File: config.mk
export PLATFORM = sky130hd
export DESIGN_NAME = debug_arbiter_flat
export DESIGN_NICKNAME = d
export VERILOG_FILES = /design/src/rtl/debug_arbiter_pkg.sv /design/src/rtl/debug_arbiter_if.sv /design/src/rtl/debug_arbiter_rr_arb2.sv /design/src/rtl/debug_arbiter.sv /design/src/flat_wrapper.sv
export SDC_FILE = /design/constraint.sdc
export NUM_CORES = 1
export LEC_CHECK = 0
export CORE_ASPECT_RATIO = 0.5
export CORE_MARGIN = 1.5
export CORE_UTILIZATION = 38
export DETAILED_ROUTE_END_ITERATION = 8
export PLACE_DENSITY = 0.79
export SYNTH_ARGS = -nofsm -noshare
export SYNTH_HDL_FRONTEND = slang
export SYNTH_HIERARCHICAL = 1
export SYNTH_SLANG_ARGS = --single-unit
File: constraint.sdc
create_clock -name wb_clk_i -period 1.4 [get_ports wb_clk_i]
set_input_delay 0.42 -clock wb_clk_i [delete_from_list [all_inputs] [get_ports wb_clk_i]]
set_output_delay 0.42 -clock wb_clk_i [all_outputs]
set_load 0.01 [all_outputs]
File: src/rtl/debug_arbiter_pkg.sv
// debug_arbiter_pkg: shared sizes, requester ids and FSM encoding for the debug arbiter
package debug_arbiter_pkg;
  localparam int DEF_LOG_CORES = 3;
  localparam int DEF_DATA_WIDTH = 16;
  localparam logic ID_A = 1'b0;
  localparam logic ID_B = 1'b1;
  typedef enum logic [1:0] {IDLE, GRANT, RESP} state_t;
endpackage

File: src/rtl/debug_arbiter_if.sv
// debug_arbiter_if: both requester ports plus the shared debugger bus
interface debug_arbiter_if import debug_arbiter_pkg::*; #(
  parameter int LOG_CORES = DEF_LOG_CORES,
  parameter int DATA_WIDTH = DEF_DATA_WIDTH
);
  logic wb_req, wb_we, wb_ack, la_req, la_we, la_ack, debug_we;
  logic [LOG_CORES-1:0] wb_sel, la_sel, debug_sel;
  logic [4:0] wb_addr, la_addr, debug_addr;
  logic [DATA_WIDTH-1:0] wb_wdata, la_wdata, wb_rdata, la_rdata, debug_wdata, debug_rdata;
  modport master (
    output wb_req, wb_we, wb_sel, wb_addr, wb_wdata,
    output la_req, la_we, la_sel, la_addr, la_wdata, debug_rdata,
    input wb_ack, wb_rdata, la_ack, la_rdata, debug_sel, debug_addr, debug_we, debug_wdata
  );
  modport slave (
    input wb_req, wb_we, wb_sel, wb_addr, wb_wdata,
    input la_req, la_we, la_sel, la_addr, la_wdata, debug_rdata,
    output wb_ack, wb_rdata, la_ack, la_rdata, debug_sel, debug_addr, debug_we, debug_wdata
  );
endinterface

File: src/rtl/debug_arbiter_rr_arb2.sv
// rr_arb2: two-way round-robin pick; on a tie the requester not granted last wins
module rr_arb2 import debug_arbiter_pkg::*; (
  input logic req_a,
  input logic req_b,
  input logic last,
  output logic id,
  output logic valid
);
  assign valid = req_a | req_b;
  assign id = (req_a & req_b) ? ~last : (req_b ? ID_B : ID_A);
endmodule

File: src/rtl/debug_arbiter.sv
// debug_arbiter: shares one debugger bus between the wishbone and logic-analyzer requesters
module debug_arbiter import debug_arbiter_pkg::*; #(
  parameter int LOG_CORES = DEF_LOG_CORES,
  parameter int DATA_WIDTH = DEF_DATA_WIDTH
) (
  input logic wb_clk_i,
  input logic wb_rst_n,
  debug_arbiter_if.slave bus
);
  state_t state;
  logic last, id, win, win_valid, we_w;
  logic [LOG_CORES-1:0] sel_w;
  logic [4:0] addr_w;
  logic [DATA_WIDTH-1:0] wdata_w;
  rr_arb2 u_rr (.req_a(bus.wb_req), .req_b(bus.la_req), .last(last), .id(win), .valid(win_valid));
  assign we_w = win ? bus.la_we : bus.wb_we;
  assign sel_w = win ? bus.la_sel : bus.wb_sel;
  assign addr_w = win ? bus.la_addr : bus.wb_addr;
  assign wdata_w = win ? bus.la_wdata : bus.wb_wdata;
  // debug_* registers double as the latched request fields; they hold data only during GRANT
  always_ff @(posedge wb_clk_i) begin
    if (!wb_rst_n) begin
      state <= IDLE;
      last <= ID_B;
      id <= ID_A;
      bus.debug_sel <= '0;
      bus.debug_addr <= '0;
      bus.debug_we <= 1'b0;
      bus.debug_wdata <= '0;
      bus.wb_ack <= 1'b0;
      bus.la_ack <= 1'b0;
      bus.wb_rdata <= '0;
      bus.la_rdata <= '0;
    end else begin
      bus.debug_sel <= '0;
      bus.debug_addr <= '0;
      bus.debug_we <= 1'b0;
      bus.debug_wdata <= '0;
      bus.wb_ack <= 1'b0;
      bus.la_ack <= 1'b0;
      case (state)
        IDLE: if (win_valid) begin
          state <= GRANT;
          last <= win;
          id <= win;
          bus.debug_sel <= sel_w;
          bus.debug_addr <= addr_w;
          bus.debug_we <= we_w;
          bus.debug_wdata <= wdata_w;
        end
        GRANT: begin
          state <= RESP;
          bus.wb_ack <= id == ID_A;
          bus.la_ack <= id == ID_B;
          if (!bus.debug_we && id == ID_A) bus.wb_rdata <= bus.debug_rdata;
          if (!bus.debug_we && id == ID_B) bus.la_rdata <= bus.debug_rdata;
        end
        default: state <= IDLE;
      endcase
    end
  end
endmodule

File: src/flat_wrapper.sv
// flat-port wrapper written by rule: the top's interface ports become plain ports
module debug_arbiter_flat import debug_arbiter_pkg::*;
#(
  parameter int LOG_CORES = DEF_LOG_CORES,
  parameter int DATA_WIDTH = DEF_DATA_WIDTH
)
  (wb_clk_i, wb_rst_n, bus_wb_req, bus_wb_we, bus_wb_sel, bus_wb_addr, bus_wb_wdata, bus_la_req, bus_la_we, bus_la_sel, bus_la_addr, bus_la_wdata, bus_debug_rdata, bus_wb_ack, bus_wb_rdata, bus_la_ack, bus_la_rdata, bus_debug_sel, bus_debug_addr, bus_debug_we, bus_debug_wdata);
  debug_arbiter_if #(.LOG_CORES(LOG_CORES), .DATA_WIDTH(DATA_WIDTH)) bus_i ();
  input logic wb_clk_i;
  input logic wb_rst_n;
  input wire logic [$bits(bus_i.wb_req)-1:0] bus_wb_req;
  input wire logic [$bits(bus_i.wb_we)-1:0] bus_wb_we;
  input wire logic [$bits(bus_i.wb_sel)-1:0] bus_wb_sel;
  input wire logic [$bits(bus_i.wb_addr)-1:0] bus_wb_addr;
  input wire logic [$bits(bus_i.wb_wdata)-1:0] bus_wb_wdata;
  input wire logic [$bits(bus_i.la_req)-1:0] bus_la_req;
  input wire logic [$bits(bus_i.la_we)-1:0] bus_la_we;
  input wire logic [$bits(bus_i.la_sel)-1:0] bus_la_sel;
  input wire logic [$bits(bus_i.la_addr)-1:0] bus_la_addr;
  input wire logic [$bits(bus_i.la_wdata)-1:0] bus_la_wdata;
  input wire logic [$bits(bus_i.debug_rdata)-1:0] bus_debug_rdata;
  output wire logic [$bits(bus_i.wb_ack)-1:0] bus_wb_ack;
  output wire logic [$bits(bus_i.wb_rdata)-1:0] bus_wb_rdata;
  output wire logic [$bits(bus_i.la_ack)-1:0] bus_la_ack;
  output wire logic [$bits(bus_i.la_rdata)-1:0] bus_la_rdata;
  output wire logic [$bits(bus_i.debug_sel)-1:0] bus_debug_sel;
  output wire logic [$bits(bus_i.debug_addr)-1:0] bus_debug_addr;
  output wire logic [$bits(bus_i.debug_we)-1:0] bus_debug_we;
  output wire logic [$bits(bus_i.debug_wdata)-1:0] bus_debug_wdata;
  assign bus_i.wb_req = bus_wb_req;
  assign bus_i.wb_we = bus_wb_we;
  assign bus_i.wb_sel = bus_wb_sel;
  assign bus_i.wb_addr = bus_wb_addr;
  assign bus_i.wb_wdata = bus_wb_wdata;
  assign bus_i.la_req = bus_la_req;
  assign bus_i.la_we = bus_la_we;
  assign bus_i.la_sel = bus_la_sel;
  assign bus_i.la_addr = bus_la_addr;
  assign bus_i.la_wdata = bus_la_wdata;
  assign bus_i.debug_rdata = bus_debug_rdata;
  assign bus_wb_ack = bus_i.wb_ack;
  assign bus_wb_rdata = bus_i.wb_rdata;
  assign bus_la_ack = bus_i.la_ack;
  assign bus_la_rdata = bus_i.la_rdata;
  assign bus_debug_sel = bus_i.debug_sel;
  assign bus_debug_addr = bus_i.debug_addr;
  assign bus_debug_we = bus_i.debug_we;
  assign bus_debug_wdata = bus_i.debug_wdata;
  debug_arbiter #(.LOG_CORES(LOG_CORES), .DATA_WIDTH(DATA_WIDTH)) u_core (.wb_clk_i(wb_clk_i), .wb_rst_n(wb_rst_n), .bus(bus_i));
endmodule
# Yosys cells after proc, flatten, opt, wreduce, memory -nomap -nowiden
# Index checks and enable logic that the tools add are counted.
[totals] ff_bits=63 input_bits=70 out_inout_bits=59 elab_cells=34
[classes] eq_ne=2 n_mux=8 bitwise=4 reduce_logical=9
[op_table] operator="$mux 16" n=1
[op_table] operator="$reduce_and 2->1" n=4
[op_table] operator="$mux 5" n=1
[op_table] operator="$pmux 2 s2" n=1
[op_table] operator="$mux 1" n=3
[op_table] operator="$mux 3" n=1
[op_table] operator="$reduce_and 3->1" n=1
[op_table] operator="$eq 2x1->1 const B" n=1
[op_table] operator="$logic_and 1x1->1" n=2
[op_table] operator="$logic_not 2->1" n=1
[op_table] operator="$mux 2" n=1
[op_table] operator="$ne 2x2->1 const B" n=1
[op_table] operator="$not 1->1" n=2
[op_table] operator="$and 1x1->1" n=1
[op_table] operator="$logic_not 1->1" n=1
[op_table] operator="$or 1x1->1" n=1

# Logic depth before layout (Yosys ltp)
# Gate-level depths: netlist of run 1.
[logic_depth] depth_word=3 ltp_mapped=5 ltp_nobuf=3

# Cells and area by module
# Netlist of run 1, hierarchy kept.
[by_module_without_submodules] module="debug_arbiter" n_inst=1 cells_each=223 area_per_inst_um2=2343.5 seq_area_each_um2=1261.2
[by_module_without_submodules] module="rr_arb2" n_inst=1 cells_each=2 area_per_inst_um2=13.8 seq_area_each_um2=0.0

# Worst setup path after synthesis of run 1
# Ideal clock, no wire load.
[synth_path] kind="in2reg" from="input port bus_la_req" to="register u_core.bus.debug_wdata[10]" setup_ps=117 t_arrival_ps=1215 required_time_ps=1283 path_slack_ps=68 cell_stages=5 path_buffers=2 cell_sequence="a21boi_1 buf_2 buf_4 mux2i_1 nor2_1"
[synth_between] elab_chain_cells=3 elab_cells_between_ends=6 cone_classes="3 x mux; 2 x bitwise; 1 x reduce/logical"
[synth_lines] item="from (decl)" line="flat_wrapper.sv:16" rtl="input wire logic [$bits(bus_i.la_req)-1:0] bus_la_req;"
[synth_lines] item="$mux 1 or $and 1x1->1 (tied branches)" line="debug_arbiter_rr_arb2.sv:10" rtl="assign id = (req_a & req_b) ? ~last : (req_b ? ID_B : ID_A);"
[synth_lines] item="$mux 1" line="debug_arbiter_rr_arb2.sv:10"
[synth_lines] item="$mux 16" line="debug_arbiter.sv:19" rtl="assign wdata_w = win ? bus.la_wdata : bus.wb_wdata;"
[synth_lines] item="to (signal assigned)" line="debug_arbiter.sv:49" rtl="bus.debug_wdata <= wdata_w;"
[synth_lines] item="to (decl)" line="debug_arbiter_if.sv:18" rtl="output wb_ack, wb_rdata, la_ack, la_rdata, debug_sel, debug_addr, debug_we, debug_wdata"
# Several ways; a longest one is shown, not always the timed one.
# A chain may end at the register's enable or synchronous reset.

# Final worst setup path of run 1
[layout_path] from="register u_core.bus.la_rdata[12]" to="output port bus_la_rdata[12]"
[layout_rtl] item="from (decl)" line="debug_arbiter_if.sv:18"
[layout_rtl] item="from (signal assigned)" line="debug_arbiter.sv:56" rtl="if (!bus.debug_we && id == ID_B) bus.la_rdata <= bus.debug_rdata;"
[layout_rtl] item="to (decl)" line="flat_wrapper.sv:25" rtl="output wire logic [$bits(bus_i.la_rdata)-1:0] bus_la_rdata;"
# No word-level cell between the ends.

==> results.toml, run 1 <==
[floorplanning]
core_mm2 = 0.00603
die_w_um = 114
start_util_pct = 39.1
design.die.area_mm2 = 0.00671
pin_count = 129
die_h_um = 58.7
placementRows = 20

[finish]
antenna_cells = 0
final_area_mm2 = 0.00413
nets = 433
drive_above_1_share_pct = 9.54
syn_to_final_growth_pct = 75.3
postLayoutCoreUtil_pct = 68.5
multi_input_area_um2 = 1000
nFillCells = 484
register_area_mm2 = 0.00126

[worst_hold_path]
hold_depth = 2
hp-class = "reg2reg"

[yosys]
synth_most_common_cell = "dfxtp_1"
synth_common_cells = "dfxtp_1 (63), mux2i_1 (58), nand2_1 (50)"
ys_warn_count = 6
synthTopCellsByArea = "dfxtp_1 (54%), mux2i_1 (25%), nand2_1 (8.0%)"
syn_nets = 295
synth_edf_count = 0
syn-cell-area_mm2 = 0.00236
yosysTopAreaCell = "dfxtp_1"
synthFlopType = "dfxtp_1"
synth_top_area_share_pct = 53.5
synthCells = 225
synth-async-reset-ratio_pct = 0
ys_ff_latch = 63
synth_cell_types = 21
seq_area_frac_synth_pct = 53.5
synth_area_per_cell_um2 = 10.5

[cts]
cts_buffer_depth = 2
cts_tree = "yes"
clock-sinks = 63
htree_num_levels = 3
cts.reportedPaths.clkPinSlew_ns = 0.05
clk_latency_ns = 0.31
cts_inserted_buffers = 9
cts_root_buffer = "clkbuf_16"

[setup_path]
critPathLaunchType = "flop"
path_cells = "dlygate4sd2_1"
reg2reg_depth = 4
cp_data_arrival_time_ns = 0.94
cp_top_family = "flip-flops"
crit_buf_inv = 1
crit_fanout = 2
cp_slowest_cell = "dfxtp_1"
critPathMaxStageDelay_ns = 0.33
worst-setup-path-type = "reg2out"
endpoint_kind = "primary output"
path_depth = 1
cp.required_ns = 0.98

[global_routing]
grt_antenna_before_repair = 0
grt_pass1_vias = 2073
overflow = 0
track_usage_pct = 18.1
grt_max_degree = 34
grt_pass1_wl_mm = 9.32

[route]
ant_nets = 0
dr.pass1.iters = 4
wirelength_mm = 6.10
via_count = 2009
dr.first_iter.drc_count = 81
drc = 0
viasPerCell = 4.42
routedWlPerCell_um = 13.4

[power]
vdd_drop_max_v = 0.000680
leakagePower_nw = 1.88
power_density_mw_per_mm2 = 1160

[timing]
min_period_ns = 1.36
max_freq_mhz = 736
skew_ns = 0.00459
rsz0062_at_grt = "no"
finalHoldViolCount = 0
worst_slew_pin_slew_ns = 0.291
maxSlewViolCount = 0
hold-worst-slack_ns = 0.455
post-route-period-util_pct = 97.1
maxSlewHeadroom_pct = 80.6
setup_viol = 0

[placed_design]
dp_hpwl_mm = 4.27
gp_congestion = 0.714
place_area_mm2 = 0.00379
numPortBuffers = 128

[run]
cap_viol_max_count = 0

[run_status]
status = "completed"
[placed cells by master, fill, tap and decap left out, drive strengths merged]
cell type	n
o211ai	1
clkinv	2
and4bb	1
dlymetal6s2s	2
a21boi	1
dlygate4sd2	56
nor3b	1
and2b	1
nor2	25
nor4b	1
clkdlybuf4s15	3
clkbuf	14
or2	1
mux2i	58
clkdlybuf4s50	67
nand4bb	2
inv	2
bufinv	1
and3b	1
nand2	50
and2	1
clkinvlp	1
dfxtp	63
buf	12
[state kept, by name, summed over array words and instances, names as in the netlist]
name                    cells
u_core/bus.debug_wdata     16
u_core/bus.la_rdata        16
u_core/bus.wb_rdata        16
u_core/bus.debug_addr       5
u_core/bus.debug_sel        3
u_core/state                2
u_core/bus.debug_we         1
u_core/bus.la_ack           1
u_core/bus.wb_ack           1
u_core/id                   1
u_core/last                 1
[area by class of cell]
class | count | area share, %
inverters | 2 | 0.182
clock buffers | 11 | 5.63
well taps | 88 | 2.67
repair buffers | 143 | 35.6
multi-input cells | 144 | 24.2
flip-flops and latches | 63 | 30.5
clock inverters | 4 | 1.15
[power by group]
part / total, mW / internal (mW) / switching (mW)
combinational: 0.763 / 0.467 / 0.297
sequential: 1.94 / 1.90 / 0.0453
clock: 2.08 / 1.36 / 0.719
total: 4.78 / 3.72 / 1.06
[per-stage QoR]
step	total power, mW	std cells	TNS (ns)	worst slack, ns
after floorplan	2.29	225	0	0.0682
after global placement	2.72	435	-10.30	-0.273
after detailed placement	2.74	435	-11.93	-0.357
after CTS	4.78	450	0	0.00626
after global routing	4.98	455	0	0.00377
final	4.78	455	0	0.0406
[per-layer routing]
| metal | vias to the layer above | routed length [µm] | GRT usage [%] | share of wire [%] |
|---|---|---|---|---|
| li1 | 1016 | - | - | - |
| met1 | 924 | 2450 | 19.1 | 40 |
| met2 | 65 | 3200 | 33.8 | 53 |
| met3 | 4 | 407 | 8.55 | 6.7 |
| met4 | 0 | 40 | 3.75 | 0.66 |
| met5 | - | 0 | 0 | 0 |
[timing repair]
item                                   CTS  global route
setup buffers                            0             1
resized for setup                       61             8
hold buffers                             0             0
gates cloned                             0             4
endpoints found under the hold margin    0             0
setup endpoints to repair               62            25
[path summary, 6_finish.rpt]
path / to / slack (ns) / from
worst min-delay path: u_core/bus.wb_rdata[6] / 0.45 / u_core/bus.wb_rdata[6]
worst min register to register: u_core/bus.wb_rdata[6] / 0.45 / u_core/bus.wb_rdata[6]
worst max register to register: u_core/bus.la_rdata[14] / 0.16 / u_core/bus.debug_we
worst max-delay path: bus_la_rdata[12] / 0.04 / u_core/bus.la_rdata[12]
[cell families (layout without fill, tap and decap cells)]
group / after synthesis / after routing / synth area share [%]
flops: 63 / 63 / 53.5
simple gates: 84 / 84 / 15.9
buf+inv: 18 / 160 / 5.31
compound gates: 2 / 2 / 0.637
mux: 58 / 58 / 24.6
Power figures use the tool's default switching activity.
==> run 2, diff against run 1 <==
--- a/config.mk
+++ b/config.mk
@@ -8,6 +8,7 @@
 export CORE_ASPECT_RATIO = 0.5
 export CORE_MARGIN = 1.5
 export CORE_UTILIZATION = 38
+export CTS_CLUSTER_DIAMETER = 50
 export DETAILED_ROUTE_END_ITERATION = 8
 export PLACE_DENSITY = 0.79
 export SYNTH_ARGS = -nofsm -noshare
==> results of run 2 <==
Same layout as run 1: the final DEF is identical, and so are final timing and power.
==> run 3, diff against run 2 <==
--- a/config.mk
+++ b/config.mk
@@ -7,10 +7,12 @@
 export LEC_CHECK = 0
 export CORE_ASPECT_RATIO = 0.5
 export CORE_MARGIN = 1.5
-export CORE_UTILIZATION = 38
+export CORE_UTILIZATION = 55
 export CTS_CLUSTER_DIAMETER = 50
 export DETAILED_ROUTE_END_ITERATION = 8
-export PLACE_DENSITY = 0.79
+export DONT_BUFFER_PORTS = 1
+export HOLD_SLACK_MARGIN = 0.03
+export PLACE_DENSITY = 0.7
 export SYNTH_ARGS = -nofsm -noshare
 export SYNTH_HDL_FRONTEND = slang
 export SYNTH_HIERARCHICAL = 1
==> run 3 against run 2 <==
Via count fell by 24%. Clock skew up 0.0017 ns. Power is 20% lower. Clock-buffer cell count rose by 2. Critical path type is now reg2reg. Clock power decreased by 27%. Die area shrank 30%. Register-to-register slack improved by 0.05 ns. Wire length down 27%. Setup slack better by 0.17 ns. Flip-flop and latch count unchanged. Combinational power fell by 61%. Final cell count decreased by 38%.
==> results.toml, run 3 (same netlist as run 1, synthesis figures left out) <==
[power]
vdd_drop_max_v = 0.000708
leakagePower_nw = 1.01
total_power_mw = 3.81
power_density_mw_per_mm2 = 1470

[timing]
max_freq_mhz = 840
maxSlewViolCount = 0
rsz0062_at_grt = "no"
fin_ws_ns = 0.210
finalHoldViolCount = 0
skew_ns = 0.00631
min_period_ns = 1.19
worst_slew_pin_slew_ns = 0.314
post-route-period-util_pct = 85.0
setup_viol = 0
tns_ns = 0
hold-worst-slack_ns = 0.218
maxSlewHeadroom_pct = 79.0

[setup_path]
reg2reg_from = "u_core/id"
crit_fanout = 16
worst-setup-path-type = "reg2reg"
critPathLaunchType = "flop"
cp_data_arrival_time_ns = 1.45
startpoint = "u_core/id"
endpoint_kind = "flop"
cp.required_ns = 1.66

[finish]
postLayoutCoreUtil_pct = 64.9
reg_top3 = "u_core/bus.debug_wdata x16, u_core/bus.la_rdata x16, u_core/bus.wb_rdata x16"
nFillCells = 336
final_common_cell = "dfxtp_1"
final_cell_mix = "dfxtp_1 (63), mux2i_1 (58), nand2_1 (50), nor2_1 (25), clkbuf_8 (10)"
final_area_mm2 = 0.00260
syn_to_final_growth_pct = 10.2
antenna_cells = 0
drive_above_1_share_pct = 9.61
nets = 294
stdcell_count = 283

[route]
ant_nets = 0
routedWlPerCell_um = 15.7
dr.first_iter.drc_count = 24
dr.pass1.iters = 4
wirelength_mm = 4.44
viasPerCell = 5.40
via_count = 1529
drc = 0

[cts]
cts_setup_buffers = 0
cts_root_buffer = "clkbuf_8"
ctsHoldBuffers = 0
cts.reportedPaths.clkPinSlew_ns = 0.06
cts_resized = 0
cts_inserted_buffers = 9
clock-sinks = 63
clk_latency_ns = 0.33
htree_num_levels = 3
cts_buffer_depth = 2
cts_tree = "yes"

[floorplanning]
design.die.area_mm2 = 0.00471
start_util_pct = 58.9
core_mm2 = 0.00400
pin_count = 129
die_w_um = 95.6
die_h_um = 49.3
placementRows = 16

[placed_design]
numPortBuffers = 0
dp_hpwl_mm = 3.13
gp_congestion = 0.712
pre_cts_ws_ns = 0.133
placed_cells = 267
place_area_mm2 = 0.00241

[global_routing]
overflow = 0
grt_pass1_vias = 1537
grt_pass1_wl_mm = 6.90
grt_max_degree = 54
grt_antenna_before_repair = 0
track_usage_pct = 19.9

[run_status]
status = "completed"

[worst_hold_path]
hp-class = "in2reg"
worstHoldStart = "wb_rst_n"

[run]
cap_viol_max_count = 0
[run 3: changes by cell type in the layout (fill, tap and decap cells not counted), sizes merged]
| cell | change |
|---|---|
| clkdlybuf4s15 | -3 |
| clkdlybuf4s50 | -67 |
| clkbuf | -1 |
| buf | -8 |
| dlymetal6s2s | -2 |
| clkinv | -1 |
| dlygate4sd2 | -56 |
[run 3: cell type report]
type                    count  area (µm²)  share of cell area (%)
flip-flops and latches     63        1260                    48.5
multi-input cells         144         991                    38.1
clock buffers              13         149                    5.73
repair buffers              4        80.1                    3.08
well taps                  54        67.6                    2.60
clock inverters             3        42.5                    1.64
inverters                   2        7.51                   0.289
[run 3: final timing paths]
| check | endpoint | slack, ns | cells after the start |
|---|---|---|---|
| setup reg to reg | u_core/bus.wb_rdata[6] | 0.21 | 3 |
| hold / removal | u_core/last | 0.22 | 1 |
| hold reg to reg | u_core/bus.wb_rdata[10] | 0.50 | 2 |
| setup / recovery | u_core/bus.wb_rdata[6] | 0.21 | 3 |
[run 3: per-layer routing]
| metal | vias up | part of all wire, % | GRT usage, % | routed length (µm) |
|---|---|---|---|---|
| met1 | 720 | 36 | 18.2 | 1620 |
| met2 | 67 | 49 | 34.6 | 2200 |
| met3 | 8 | 13 | 13.1 | 569 |
| li1 | 734 | - | - | - |
| met5 | - | 0 | 0 | 0 |
| met4 | 0 | 1.4 | 8.09 | 60 |
[run 3: worst max-delay path, cell delays in order (launching register included)]
cell	delay, ns
dfxtp_1	0.36
nor4b_4	0.34
buf_12	0.21
mux2i_1	0.20
[run 3: power by group]
part           internal, mW  total (mW)  switching [mW]  leakage, nW
clock                 0.870        1.51           0.645       0.0936
combinational         0.155       0.295           0.139        0.405
sequential             1.89        2.00           0.105        0.514
total                  2.92        3.81           0.890         1.01
